===== src/rtl/fifo_lane_unpacker.sv =====
// Pops DIN_W-bit words from a one-cycle-latency FIFO and streams them out as DOUT_W-bit lanes.
// The lanes are emitted LSB first, over a valid/ready handshake, and are framed by a start/length command.
module fifo_lane_unpacker #(
    parameter int DIN_W  = 64,
    parameter int DOUT_W = 16,
    parameter int LEN_W  = 16
) (
    input  logic              clk,
    input  logic              rst_n,
    input  logic              start,
    input  logic [LEN_W-1:0]  len_words,
    input  logic              fifo_empty,
    output logic              fifo_rd_en,
    input  logic [DIN_W-1:0]  fifo_dout,
    output logic              m_valid,
    input  logic              m_ready,
    output logic [DOUT_W-1:0] m_data,
    output logic              m_last,
    output logic              busy,
    output logic              done
);
    localparam int N      = DIN_W / DOUT_W;
    localparam int LANE_W = (N > 1) ? $clog2(N) : 1;
    localparam logic [LANE_W-1:0] LAST_LANE = LANE_W'(N - 1);

    typedef enum logic {S_IDLE, S_RUN} state_t;

    state_t               r_state, w_state_nxt;
    logic                 r_done, w_done_nxt;
    logic [LEN_W-1:0]     r_len, r_req_cnt, r_emit_cnt;
    logic [DIN_W-1:0]     r_hold, r_next;
    logic                 r_hold_v, r_next_v, r_inflight;
    logic [LANE_W-1:0]    r_lane;

    logic                 w_start_ok, w_acc, w_word_end, w_last_word, w_frame_end;
    logic                 w_cap_hold, w_cap_next, w_shift;
    logic [1:0]           w_occ;
    logic [N-1:0][DOUT_W-1:0] w_hold_lanes;

    assign w_hold_lanes = r_hold;
    assign w_start_ok   = (r_state == S_IDLE) && start && (len_words != '0);
    assign w_acc        = r_hold_v && m_ready;
    assign w_word_end   = w_acc && (r_lane == LAST_LANE);
    assign w_last_word  = (r_emit_cnt == r_len - LEN_W'(1));
    assign w_frame_end  = (r_state == S_RUN) && w_word_end && w_last_word;

    // Occupancy counts only registered slots; a slot freeing this cycle is not reused for a new pop.
    assign w_occ      = {1'b0, r_hold_v} + {1'b0, r_next_v} + {1'b0, r_inflight};
    assign fifo_rd_en = (r_state == S_RUN) && !fifo_empty && (r_req_cnt < r_len) && (w_occ < 2'd2);

    assign w_shift    = w_word_end && r_next_v;
    assign w_cap_hold = r_inflight && (!r_hold_v || w_word_end) && !r_next_v;
    assign w_cap_next = r_inflight && !w_cap_hold;

    assign m_valid = r_hold_v;
    assign m_data  = r_hold_v ? w_hold_lanes[r_lane] : '0;
    assign m_last  = r_hold_v && (r_lane == LAST_LANE) && w_last_word;
    assign busy    = (r_state == S_RUN);
    assign done    = r_done;

    always_comb begin
        w_state_nxt = r_state;
        w_done_nxt  = 1'b0;
        case (r_state)
            S_IDLE: begin
                if (start) begin
                    if (len_words != '0) w_state_nxt = S_RUN;
                    else                 w_done_nxt  = 1'b1;
                end
            end
            S_RUN: begin
                if (w_frame_end) begin
                    w_state_nxt = S_IDLE;
                    w_done_nxt  = 1'b1;
                end
            end
            default: w_state_nxt = S_IDLE;
        endcase
    end

    always_ff @(posedge clk) begin
        if (rst_n) begin
            r_state <= S_IDLE;
            r_done  <= 1'b0;
        end else begin
            r_state <= w_state_nxt;
            r_done  <= w_done_nxt;
        end
    end

    always_ff @(posedge clk) begin
        if (rst_n) begin
            r_len      <= '0;
            r_req_cnt  <= '0;
            r_emit_cnt <= '0;
            r_hold_v   <= 1'b0;
            r_next_v   <= 1'b0;
            r_inflight <= 1'b0;
            r_lane     <= '0;
        end else begin
            r_inflight <= fifo_rd_en;
            if (w_start_ok) begin
                r_len      <= len_words;
                r_req_cnt  <= '0;
                r_emit_cnt <= '0;
            end else begin
                if (fifo_rd_en) r_req_cnt  <= r_req_cnt + LEN_W'(1);
                if (w_word_end) r_emit_cnt <= r_emit_cnt + LEN_W'(1);
            end
            r_hold_v <= w_shift || w_cap_hold || (r_hold_v && !w_word_end);
            r_next_v <= w_cap_next || (r_next_v && !w_shift);
            if (w_word_end)  r_lane <= '0;
            else if (w_acc)  r_lane <= r_lane + LANE_W'(1);
        end
    end

    // Word buffers carry data only; their valid bits above decide whether they mean anything.
    always_ff @(posedge clk) begin
        if (w_shift)         r_hold <= r_next;
        else if (w_cap_hold) r_hold <= fifo_dout;
        if (w_cap_next)      r_next <= fifo_dout;
    end

endmodule


===== config.mk =====
export PLATFORM = sky130hd
export DESIGN_NAME = fifo_lane_unpacker
export DESIGN_NICKNAME = d
export VERILOG_FILES = /design/src/rtl/fifo_lane_unpacker.sv
export SDC_FILE = /design/constraint.sdc
export NUM_CORES = 1
export LEC_CHECK = 0
export ABC_AREA = 1
export ABC_CLOCK_PERIOD_IN_PS = 2800
export CORE_ASPECT_RATIO = 0.5
export CORE_UTILIZATION = 51
export CTS_CLUSTER_DIAMETER = 120
export DETAILED_ROUTE_END_ITERATION = 10
export GPL_ROUTABILITY_DRIVEN = 0
export GPL_TIMING_DRIVEN = 0
export PLACE_DENSITY = 0.8
export SKIP_CTS_REPAIR_TIMING = 1
export SLEW_MARGIN = 20
export SYNTH_ARGS = -nofsm -noshare
export SYNTH_HDL_FRONTEND = slang
export SYNTH_SLANG_ARGS = --single-unit

===== constraint.sdc =====
create_clock -name clk -period 2.8 [get_ports clk]
set_clock_uncertainty 0.1 [all_clocks]
set_input_delay 0.42 -clock clk [delete_from_list [all_inputs] [get_ports clk]]
set_output_delay 0.42 -clock clk [all_outputs]
set_load 0.01 [all_outputs]

==> results of run 1 <==
[synth_stat cells, types with 2 or more instances]
cell type    n
or2_2        5
a21oi_1     67
xor2_1      16
xnor2_1     16
nor3_1       5
o21ai_0     61
nand3_2      3
edfxtp_1   128
nor2_2       4
ha_1        20
nand2_1    126
dfxtp_1     55
nor3b_1      2
inv_1       59
nor4_1       6
nor2_1     120
nor3_4       3
nand3b_1     7
o21a_1       2
buf_2        8
nand4_1      9
nand3_1     47
nand2_2      3
mux2_2      64
clkbuf_1    19
[critical path, cell delays in order (launching register included)]
cell,delay [ns]
dfxtp_2,0.34
nor2_1,0.16
nand2_2,0.18
nor2_4,0.21
inv_1,0.08
nand2_1,0.06
nand2_1,0.05
nor2_1,0.09
nand2_1,0.09
nor3_2,0.24
nand3_2,0.16
nor3_4,0.19
buf_2,0.15
[routing by layer]
layer  share of wire  track usage
met3           0.076       0.0517
met4           0.021       0.0725
met5               0            0
met1            0.41        0.312
met2            0.49        0.404
[cells by family after synthesis]
logic type | count (synthesis) | synth area share
muxes | 64 | 0.0821
AOI/OAI and AO/OA | 134 | 0.0778
and+or+nand+nor | 345 | 0.177
buffers and inverters | 89 | 0.0392
xor gates and xnor gates | 32 | 0.0319
DFF | 183 | 0.563
adders and majority gates | 20 | 0.0285
[state kept, by name, summed over array words and instances, names as in the netlist, 2 cells and up]
| signal | count |
|---|---|
| r_emit_cnt | 16 |
| r_hold | 64 |
| r_lane | 2 |
| r_len | 16 |
| r_next | 64 |
| r_req_cnt | 16 |
[final cells by class]
class | count | area [µm²]
Multi-Input combinational cell | 595 | 3600
Timing Repair Buffer | 123 | 1240
Fill cell | 1232 | 5500
Clock buffer | 17 | 425
Inverter | 61 | 241
Sequential cell | 183 | 4960
Clock inverter | 15 | 194
Buffer | 28 | 151
Tap cell | 227 | 284
[power breakdown]
group / internal, mW / leakage, nW / switching (mW)
Clock: 1.30 / 0.299 / 1.20
Sequential: 2.97 / 1.61 / 0.0443
Combinational: 0.312 / 2.34 / 0.384
[path summary, 6_finish.rpt]
kind | slack [ns] | end | cells past startpoint
setup / recovery | -0.14 | m_last | 12
hold / removal | 0.40 | busy$_SDFF_PP0_ | 2
setup reg to reg | 0.07 | r_next[55]$_DFFE_PP_ | 7
hold reg to reg | 0.40 | busy$_SDFF_PP0_ | 2
[per-stage QoR]
stage	power (mW)	area, µm²	TNS [ns]
floorplan	3.41	8790	0
global placement	3.65	10100	-81.53
detailed placement	3.68	10200	-24.38
CTS	6.14	10800	-7.15
global route	6.40	11100	-0.981
finish	6.21	11100	-0.182
==> impl_metrics.env, run 1 <==
export IMPL_dpl_cell_count=1201
export IMPL_finalCriticalPeriod_ns=2.94
export IMPL_grt_first_pass_wirelength_um=32700
export IMPL_hp_start="busy$_SDFF_PP0_"
export IMPL_final_cell_mix="128 x edfxtp_1, 118 x nand2_1, 116 x nor2_1"
export IMPL_final_common_cell="edfxtp_1"
export IMPL_cts_sink_count=183
export IMPL_numPortBuffers=105
export IMPL_rows=33
export IMPL_syn_area_mm2=0.00878
export IMPL_rsz0062_at_grt="true"
export IMPL_grt_pass1_vias=6461
export IMPL_htreeDepth=4
export IMPL_power_density_mw_per_mm2=559
export IMPL_wl_per_cell_um=17.2
export IMPL_hold_ws_ns=0.398
export IMPL_synthesis_instances=867
export IMPL_setup_slack_ns=-0.145
export IMPL_wirelength_um=21500
export IMPL_start_util=0.529
export IMPL_finalSetupViolations=2
export IMPL_drtAntennaViolNets=0
export IMPL_clk_latency_ns=0.44
export IMPL_ys_ff_latch=183
export IMPL_hpwlAfterDp_um=14800
export IMPL_route_detailed_drc=0
export IMPL_crit_start="r_len[1]$_SDFFE_PP0P_"
export IMPL_num_antenna_cells=0
export IMPL_place_ws_ns=-0.319
export IMPL_synth_top_area_share=0.438
export IMPL_grt_max_degree=66
export IMPL_grt_use_total=0.239
export IMPL_critical_path_arrival_ns=2.42
export IMPL_vias_per_cell=5.52
export IMPL_final_cells=1249
export IMPL_avgSynthCellArea_um2=10.1
export IMPL_antenna_found_initial=0
export IMPL_timing_rr_start="m_valid$_SDFF_PP0_"
export IMPL_core_area_mm2=0.0166
export IMPL_critical_path_startpoint_type="register"
export IMPL_worstHoldPathType="register to register"
export IMPL_dieArea_mm2=0.0178
export IMPL_period_share=1.05
export IMPL_die_w_um=188
export IMPL_worst_ep_required_time_ns=2.28
export IMPL_cp_max_fo=6
export IMPL_dr_pass1_iters=5
export IMPL_synth_fp_nets=972
export IMPL_slew_headroom=0.537
export IMPL_status="complete, but fails checks"
export IMPL_async_flop_share=0
export IMPL_num_io_pins=106
export IMPL_first_iter_violations=672
export IMPL_yosysUniqueCellTypes=37
export IMPL_ys_flop_type="edfxtp_1"
export IMPL_die_y_um=94.8
export IMPL_dr_total_vias=6897
export IMPL_ir_worst_vdd_uv=467
export IMPL_synthTopCellsByArea="edfxtp_1 44%, dfxtp_1 13%, mux2_2 8.2%"
export IMPL_tightest_slew_ns=0.694
export IMPL_yosysWarnings=0
export IMPL_cts_root_buf="clkbuf_16"
export IMPL_endpoint_kind="output port"
export IMPL_clkTransAtPathRegs_ns=0.07
export IMPL_gr_total_overflow=0
export IMPL_max_freq_mhz=340
export IMPL_maxSlewViolCount=0
export IMPL_numCtsBuffers=17
export IMPL_violations="negative setup slack"
export IMPL_area_delta_synth_final_pct=26.4
export IMPL_drv_cap=0
export IMPL_synth_enable_flop_cells=128
export IMPL_layout_drive_gt1_share=0.186
export IMPL_post_route_util=0.669
export IMPL_seq_area_frac_synth=0.563
export IMPL_clock_path_buffers=2
export IMPL_synth_largest_area_cell="edfxtp_1"
export IMPL_p_leak_nw=4.25
export IMPL_hold_viol_final=0
export IMPL_critical_path_class="register to output port"
export IMPL_cts_tree="built"
export IMPL_nNetsFinal=1114
Note: power is estimated with default switching activity, not from simulation.
==> run 2, diff against run 1 <==
--- a/config.mk
+++ b/config.mk
@@ -6,7 +6,7 @@
 export NUM_CORES = 1
 export LEC_CHECK = 0
 export ABC_AREA = 1
-export ABC_CLOCK_PERIOD_IN_PS = 2800
+export ABC_CLOCK_PERIOD_IN_PS = 2400
 export CORE_ASPECT_RATIO = 0.5
 export CORE_UTILIZATION = 51
 export CTS_CLUSTER_DIAMETER = 120
==> constraint.sdc (replaced) <==
create_clock -name clk -period 2.4 [get_ports clk]
set_clock_uncertainty 0.1 [all_clocks]
set_input_delay 0.36 -clock clk [delete_from_list [all_inputs] [get_ports clk]]
set_output_delay 0.36 -clock clk [all_outputs]
set_load 0.01 [all_outputs]
==> impl_metrics.env, run 2 (same netlist as run 1, synthesis figures left out) <==
export IMPL_core_area_mm2=0.0166
export IMPL_grt_util_met1=0.307
export IMPL_use_met3=0.0476
export IMPL_numPortBuffers=105
export IMPL_critPathMostFrequentCell="nand2_2"
export IMPL_critical_path_startpoint_type="register"
export IMPL_largest_registers="r_hold x64, r_next x64"
export IMPL_finalSetupViolations=2
export IMPL_nNetsFinal=1109
export IMPL_hpwlAfterDp_um=14800
export IMPL_dieArea_mm2=0.0178
export IMPL_dr_pass1_iters=7
export IMPL_antenna_found_initial=0
export IMPL_violations="negative setup slack"
export IMPL_area_delta_synth_final_pct=26.4
export IMPL_ir_worst_vdd_uv=601
export IMPL_cp_cell_sequence="inv_4 -> ha_4 -> or2_4 -> nand2_2 -> nand2_2 -> nand2_2 -> nand2_1 -> nor2_1 -> nand2_1 -> nor3_2 -> nand3_2 -> nor3_2 -> buf_2"
export IMPL_internal_power_mw=5.23
export IMPL_period_share=1.24
export IMPL_place_area_mm2=0.0102
export IMPL_cpPeakStageDelay_ns=0.36
export IMPL_final_common_cell="edfxtp_1"
export IMPL_worst_r2r_endpoint="r_req_cnt[11]$_SDFFE_PP0P_"
export IMPL_clkTransAtPathRegs_ns=0.08
export IMPL_multi_input_area_mm2=0.00365
export IMPL_p_comb_frac=0.112
export IMPL_min_delay_path_depth=2
export IMPL_worstHoldPathType="register to register"
export IMPL_rsz0062_at_grt="true"
export IMPL_rrSetupSlack_ns=0.10
export IMPL_htreeDepth=4
export IMPL_worst_ep_required_time_ns=1.94
export IMPL_clock_path_buffers=2
export IMPL_reg2reg_depth=12
export IMPL_layout_drive_gt1_share=0.195
export IMPL_tightest_slew_ns=0.673
export IMPL_status="complete, but fails checks"
export IMPL_power_frac_clock=0.395
export IMPL_crit_buf_inv=2
export IMPL_p_leak_nw=4.26
export IMPL_die_y_um=94.8
export IMPL_dpl_cell_count=1201
export IMPL_critPathTopFamily="simple AND/OR/NAND/NOR gates"
export IMPL_vias_per_cell=5.51
export IMPL_grt_most_used_layer="met2"
export IMPL_critical_path_arrival_ns=2.52
export IMPL_grt_first_pass_wirelength_um=32800
export IMPL_fillers=1271
export IMPL_setup_slack_ns=-0.585
export IMPL_grt_max_degree=66
export IMPL_final_cell_mix="128 x edfxtp_1, 118 x nand2_1, 116 x nor2_1"
export IMPL_hold_viol_final=0
export IMPL_cts_sink_count=183
export IMPL_wirelength_um=21200
export IMPL_whs_endpoint="busy$_SDFF_PP0_"
export IMPL_cts_tree="built"
export IMPL_clk_latency_ns=0.44
export IMPL_numCtsBuffers=17
export IMPL_p_seq_frac=0.493
export IMPL_finalCriticalPeriod_ns=2.98
export IMPL_power_density_mw_per_mm2=643
export IMPL_cts_root_buf="clkbuf_16"
export IMPL_p_sw_frac=0.267
export IMPL_first_iter_violations=448
export IMPL_slew_headroom=0.552
export IMPL_gr_total_overflow=0
export IMPL_rows=33
export IMPL_grt_use_total=0.239
export IMPL_num_io_pins=106
export IMPL_die_w_um=188
export IMPL_start_util=0.529
export IMPL_max_freq_mhz=335
export IMPL_critPathSlowestCell="dfxtp_2"
export IMPL_final_cells=1244
export IMPL_timing_rr_start="r_len[7]$_SDFFE_PP0P_"
export IMPL_critical_path_class="register to output port"
export IMPL_route_detailed_drc=0
export IMPL_switching_power_mw=1.91
export IMPL_dr_total_vias=6850
export IMPL_endpoint_kind="output port"
export IMPL_grt_pass1_vias=6610
export IMPL_hp_start="busy$_SDFF_PP0_"
export IMPL_num_antenna_cells=0
export IMPL_drtAntennaViolNets=0
export IMPL_seq_area_mm2=0.00497
export IMPL_drv_cap=0
export IMPL_cp_max_fo=4
export IMPL_fin_area_mm2=0.0111
export IMPL_maxSlewViolCount=0
export IMPL_wl_per_cell_um=17.0
export IMPL_grt_use_met2=0.401
[run 2: changes by cell type in the layout (fill, tap and decap cells not counted), moves of 3 or more]
cell / previous run / this run
clkdlybuf4s50_1: 93 / 87
dfxtp_4: 1 / 4
clkbuf_4: 3 / 7
o21ai_1: 1 / 5
o21ai_0: 60 / 56
buf_4: 17 / 10
[run 2: worst max-delay path by stage]
stage / from / to / cells past startpoint
after floorplan: r_lane[1]$_SDFFE_PP0P_ / r_next[0]$_DFFE_PP_ / 6
after global placement: m_ready / r_next[8]$_DFFE_PP_ / 6
after detailed placement: r_len[7]$_SDFFE_PP0P_ / fifo_rd_en / 11
after CTS: r_len[0]$_SDFFE_PP0P_ / m_last / 13
after global routing: r_len[1]$_SDFFE_PP0P_ / m_last / 13
final: r_len[1]$_SDFFE_PP0P_ / m_last / 13
[run 2: routing by layer]
layer / vias up / wire (µm)
met4: 0 / 534
li1: 3276 / -
met1: 3256 / 9010
met2: 268 / 10200
met3: 50 / 1490
met5: - / 0
[run 2: final cells by class]
class	instances	area share
Sequential cell	183	0.448
Multi-Input combinational cell	596	0.329
Timing Repair Buffer	117	0.106
Clock buffer	17	0.0383
Tap cell	227	0.0256
Inverter	61	0.0218
Buffer	28	0.0166
Clock inverter	15	0.0147
[run 2: per-stage QoR]
| stage | hold WS (ns) | worst slack (ns) | TNS, ns | util | total power, mW |
|---|---|---|---|---|---|
| 6_report | 0.385 | -0.585 | -1.03 | 0.668 | 7.13 |
| 5_1_grt | 0.391 | -0.688 | -1.51 | 0.668 | 7.38 |
| 4_1_cts | 0.385 | -1.20 | -21.40 | 0.649 | 7.09 |
| 3_5_place_dp | 0.376 | -0.722 | -70.75 | 0.614 | 4.30 |
| 3_3_place_gp | 0.379 | -1.06 | -115.06 | 0.611 | 4.26 |
| 2_1_floorplan | 0.329 | 0.000939 | 0 | - | 3.97 |
[run 2: tightest hold or removal path, stage by stage (launching register included)]
cell and delay, ns:
dfxtp_1 0.33, nand2_1 0.06, a21oi_1 0.05
[run 2: power by group through the flow]
stage | Sequential (mW) | Combinational, mW | Clock (mW)
after global routing | 3.52 | 0.876 | 2.98
after floorplan | 3.57 | 0.406 | 0
after CTS | 3.51 | 0.723 | 2.85
after global placement | 3.58 | 0.681 | 0
final | 3.52 | 0.800 | 2.82
after detailed placement | 3.58 | 0.714 | 0
==> run 3, diff against run 2 <==
--- a/config.mk
+++ b/config.mk
@@ -12,7 +12,7 @@
 export CTS_CLUSTER_DIAMETER = 120
 export DETAILED_ROUTE_END_ITERATION = 10
 export GPL_ROUTABILITY_DRIVEN = 0
-export GPL_TIMING_DRIVEN = 0
+export GPL_TIMING_DRIVEN = 1
 export PLACE_DENSITY = 0.8
 export SKIP_CTS_REPAIR_TIMING = 1
 export SLEW_MARGIN = 20
==> impl_metrics.env, run 3 (same netlist as run 1, synthesis figures left out) <==
export IMPL_maxSlewViolCount=0
export IMPL_cts_root_buf="clkbuf_16"
export IMPL_die_y_um=94.8
export IMPL_final_cell_mix="128 x edfxtp_1, 115 x nand2_1, 114 x nor2_1"
export IMPL_status="complete, but fails checks"
export IMPL_fin_area_mm2=0.0117
export IMPL_finalSetupViolations=2
export IMPL_nNetsFinal=1157
export IMPL_numCtsBuffers=17
export IMPL_htreeDepth=4
export IMPL_slew_headroom=0.691
export IMPL_numPortBuffers=105
export IMPL_gr_total_overflow=0
export IMPL_power_frac_clock=0.389
export IMPL_finalPower_mw=7.29
export IMPL_first_iter_violations=636
export IMPL_worst_ep_required_time_ns=1.94
export IMPL_hpwlAfterDp_um=14900
export IMPL_wirelength_um=22600
export IMPL_worst_r2r_endpoint="r_req_cnt[5]$_SDFFE_PP0P_"
export IMPL_internal_power_mw=5.32
export IMPL_violations="negative setup slack"
export IMPL_clkTransAtPathRegs_ns=0.08
export IMPL_dieArea_mm2=0.0178
export IMPL_grt_first_pass_wirelength_um=33700
export IMPL_switching_power_mw=1.97
export IMPL_worstHoldPathType="register to register"
export IMPL_cts_sink_count=183
export IMPL_setup_slack_ns=-0.495
export IMPL_clk_latency_ns=0.43
export IMPL_place_area_mm2=0.0108
export IMPL_rrSetupSlack_ns=0.21
export IMPL_vias_per_cell=5.57
export IMPL_period_share=1.21
export IMPL_start_util=0.529
export IMPL_tightest_slew_ns=0.459
export IMPL_cp_endpoint="m_last"
export IMPL_num_antenna_cells=0
export IMPL_p_seq_frac=0.482
export IMPL_clock_path_buffers=2
export IMPL_final_cells=1292
export IMPL_final_common_cell="edfxtp_1"
export IMPL_rows=33
export IMPL_dpl_cell_count=1256
export IMPL_setup_tns_ns=-0.675
export IMPL_layout_drive_gt1_share=0.254
export IMPL_reg2reg_depth=14
export IMPL_drv_cap=0
export IMPL_largest_registers="r_hold x64, r_next x64"
export IMPL_core_area_mm2=0.0166
export IMPL_critical_path_startpoint_type="register"
export IMPL_crit_start="r_len[0]$_SDFFE_PP0P_"
export IMPL_max_freq_mhz=345
export IMPL_power_density_mw_per_mm2=623
export IMPL_p_leak_nw=4.65
export IMPL_p_sw_frac=0.270
export IMPL_p_comb_frac=0.129
export IMPL_cts_tree="built"
export IMPL_finalCriticalPeriod_ns=2.90
export IMPL_timing_rr_start="r_len[3]$_SDFFE_PP0P_"
export IMPL_grt_max_degree=45
export IMPL_antenna_found_initial=0
export IMPL_area_delta_synth_final_pct=33.2
export IMPL_endpoint_kind="output port"
export IMPL_grt_use_total=0.244
export IMPL_hold_ws_ns=0.388
export IMPL_critical_path_arrival_ns=2.44
export IMPL_num_io_pins=106
export IMPL_die_w_um=188
export IMPL_hp_start="busy$_SDFF_PP0_"
export IMPL_rsz0062_at_grt="true"
export IMPL_cp_max_fo=3
export IMPL_drtAntennaViolNets=0
export IMPL_hold_viol_final=0
export IMPL_ir_worst_vdd_uv=513
export IMPL_wl_per_cell_um=17.5
export IMPL_critical_path_class="register to output port"
export IMPL_dr_pass1_iters=6
export IMPL_grt_pass1_vias=6770
export IMPL_dr_total_vias=7198
export IMPL_route_detailed_drc=0
==> run 3: cell count changes in the layout (fill, tap and decap cells not counted), moves of 4 or more <==
cell and change:
dlymetal6s2s_1 +4, clkbuf_2 -6, ha_4 +5, inv_1 -6, buf_2 -7, buf_4 +65, ha_1 -6, clkbuf_1 -7
dfxtp_1 -4, buf_12 +7, inv_2 +6, clkbuf_4 -7
==> run 3: through the flow <==
step	utilization	setup WS, ns
after floorplan	-	0.000939
after global placement	0.648	-0.339
after detailed placement	0.648	-0.445
after CTS	0.684	-0.972
after global routing	0.705	-0.598
final	0.705	-0.495
==> run 3: critical path, cell delays in order, from the launching register on <==
cell	delay, ns
dfxtp_2	0.35
inv_2	0.06
ha_4	0.18
or2_4	0.24
nand2_2	0.07
nand2_2	0.06
nand2_2	0.10
nand2_2	0.06
nor2_1	0.08
nand2_1	0.08
nor3_2	0.22
nand3_1	0.16
nor3_2	0.18
buf_2	0.15
==> run 3: layout make-up <==
class	instances	area (µm²)
Multi-Input combinational cell	595	3710
Fill cell	1117	4900
Clock inverter	15	174
Clock buffer	17	425
Sequential cell	183	4980
Timing Repair Buffer	194	1880
Tap cell	227	284
Inverter	61	239
==> run 3: per-layer routing <==
metal | share of wire | track usage | vias up | wire length [µm]
li1 | - | - | 3381 | -
met1 | 0.41 | 0.306 | 3395 | 9260
met2 | 0.50 | 0.421 | 348 | 11200
met3 | 0.065 | 0.0565 | 74 | 1470
met4 | 0.030 | 0.0854 | 0 | 666
met5 | 0 | 0 | - | 0
==> run 3: how the worst min path moves through the flow <==
stage                                 endpoint  slack [ns]  depth (start not counted)
final                          busy$_SDFF_PP0_        0.39                          2
after global routing      r_next[22]$_DFFE_PP_        0.39                          1
after CTS                      busy$_SDFF_PP0_        0.39                          2
after detailed placement       busy$_SDFF_PP0_        0.38                          2
after global placement         busy$_SDFF_PP0_        0.37                          2
after floorplan                busy$_SDFF_PP0_        0.33                          1
==> run 3: power groups by stage <==
| stage | clock [mW] | sequential (mW) | combinational, mW |
|---|---|---|---|
| 2_1_floorplan | 0 | 3.57 | 0.406 |
| 3_3_place_gp | 0 | 3.57 | 0.797 |
| 3_5_place_dp | 0 | 3.58 | 0.820 |
| 4_1_cts | 2.86 | 3.50 | 0.835 |
| 5_1_grt | 2.99 | 3.52 | 1.02 |
| 6_report | 2.84 | 3.51 | 0.939 |
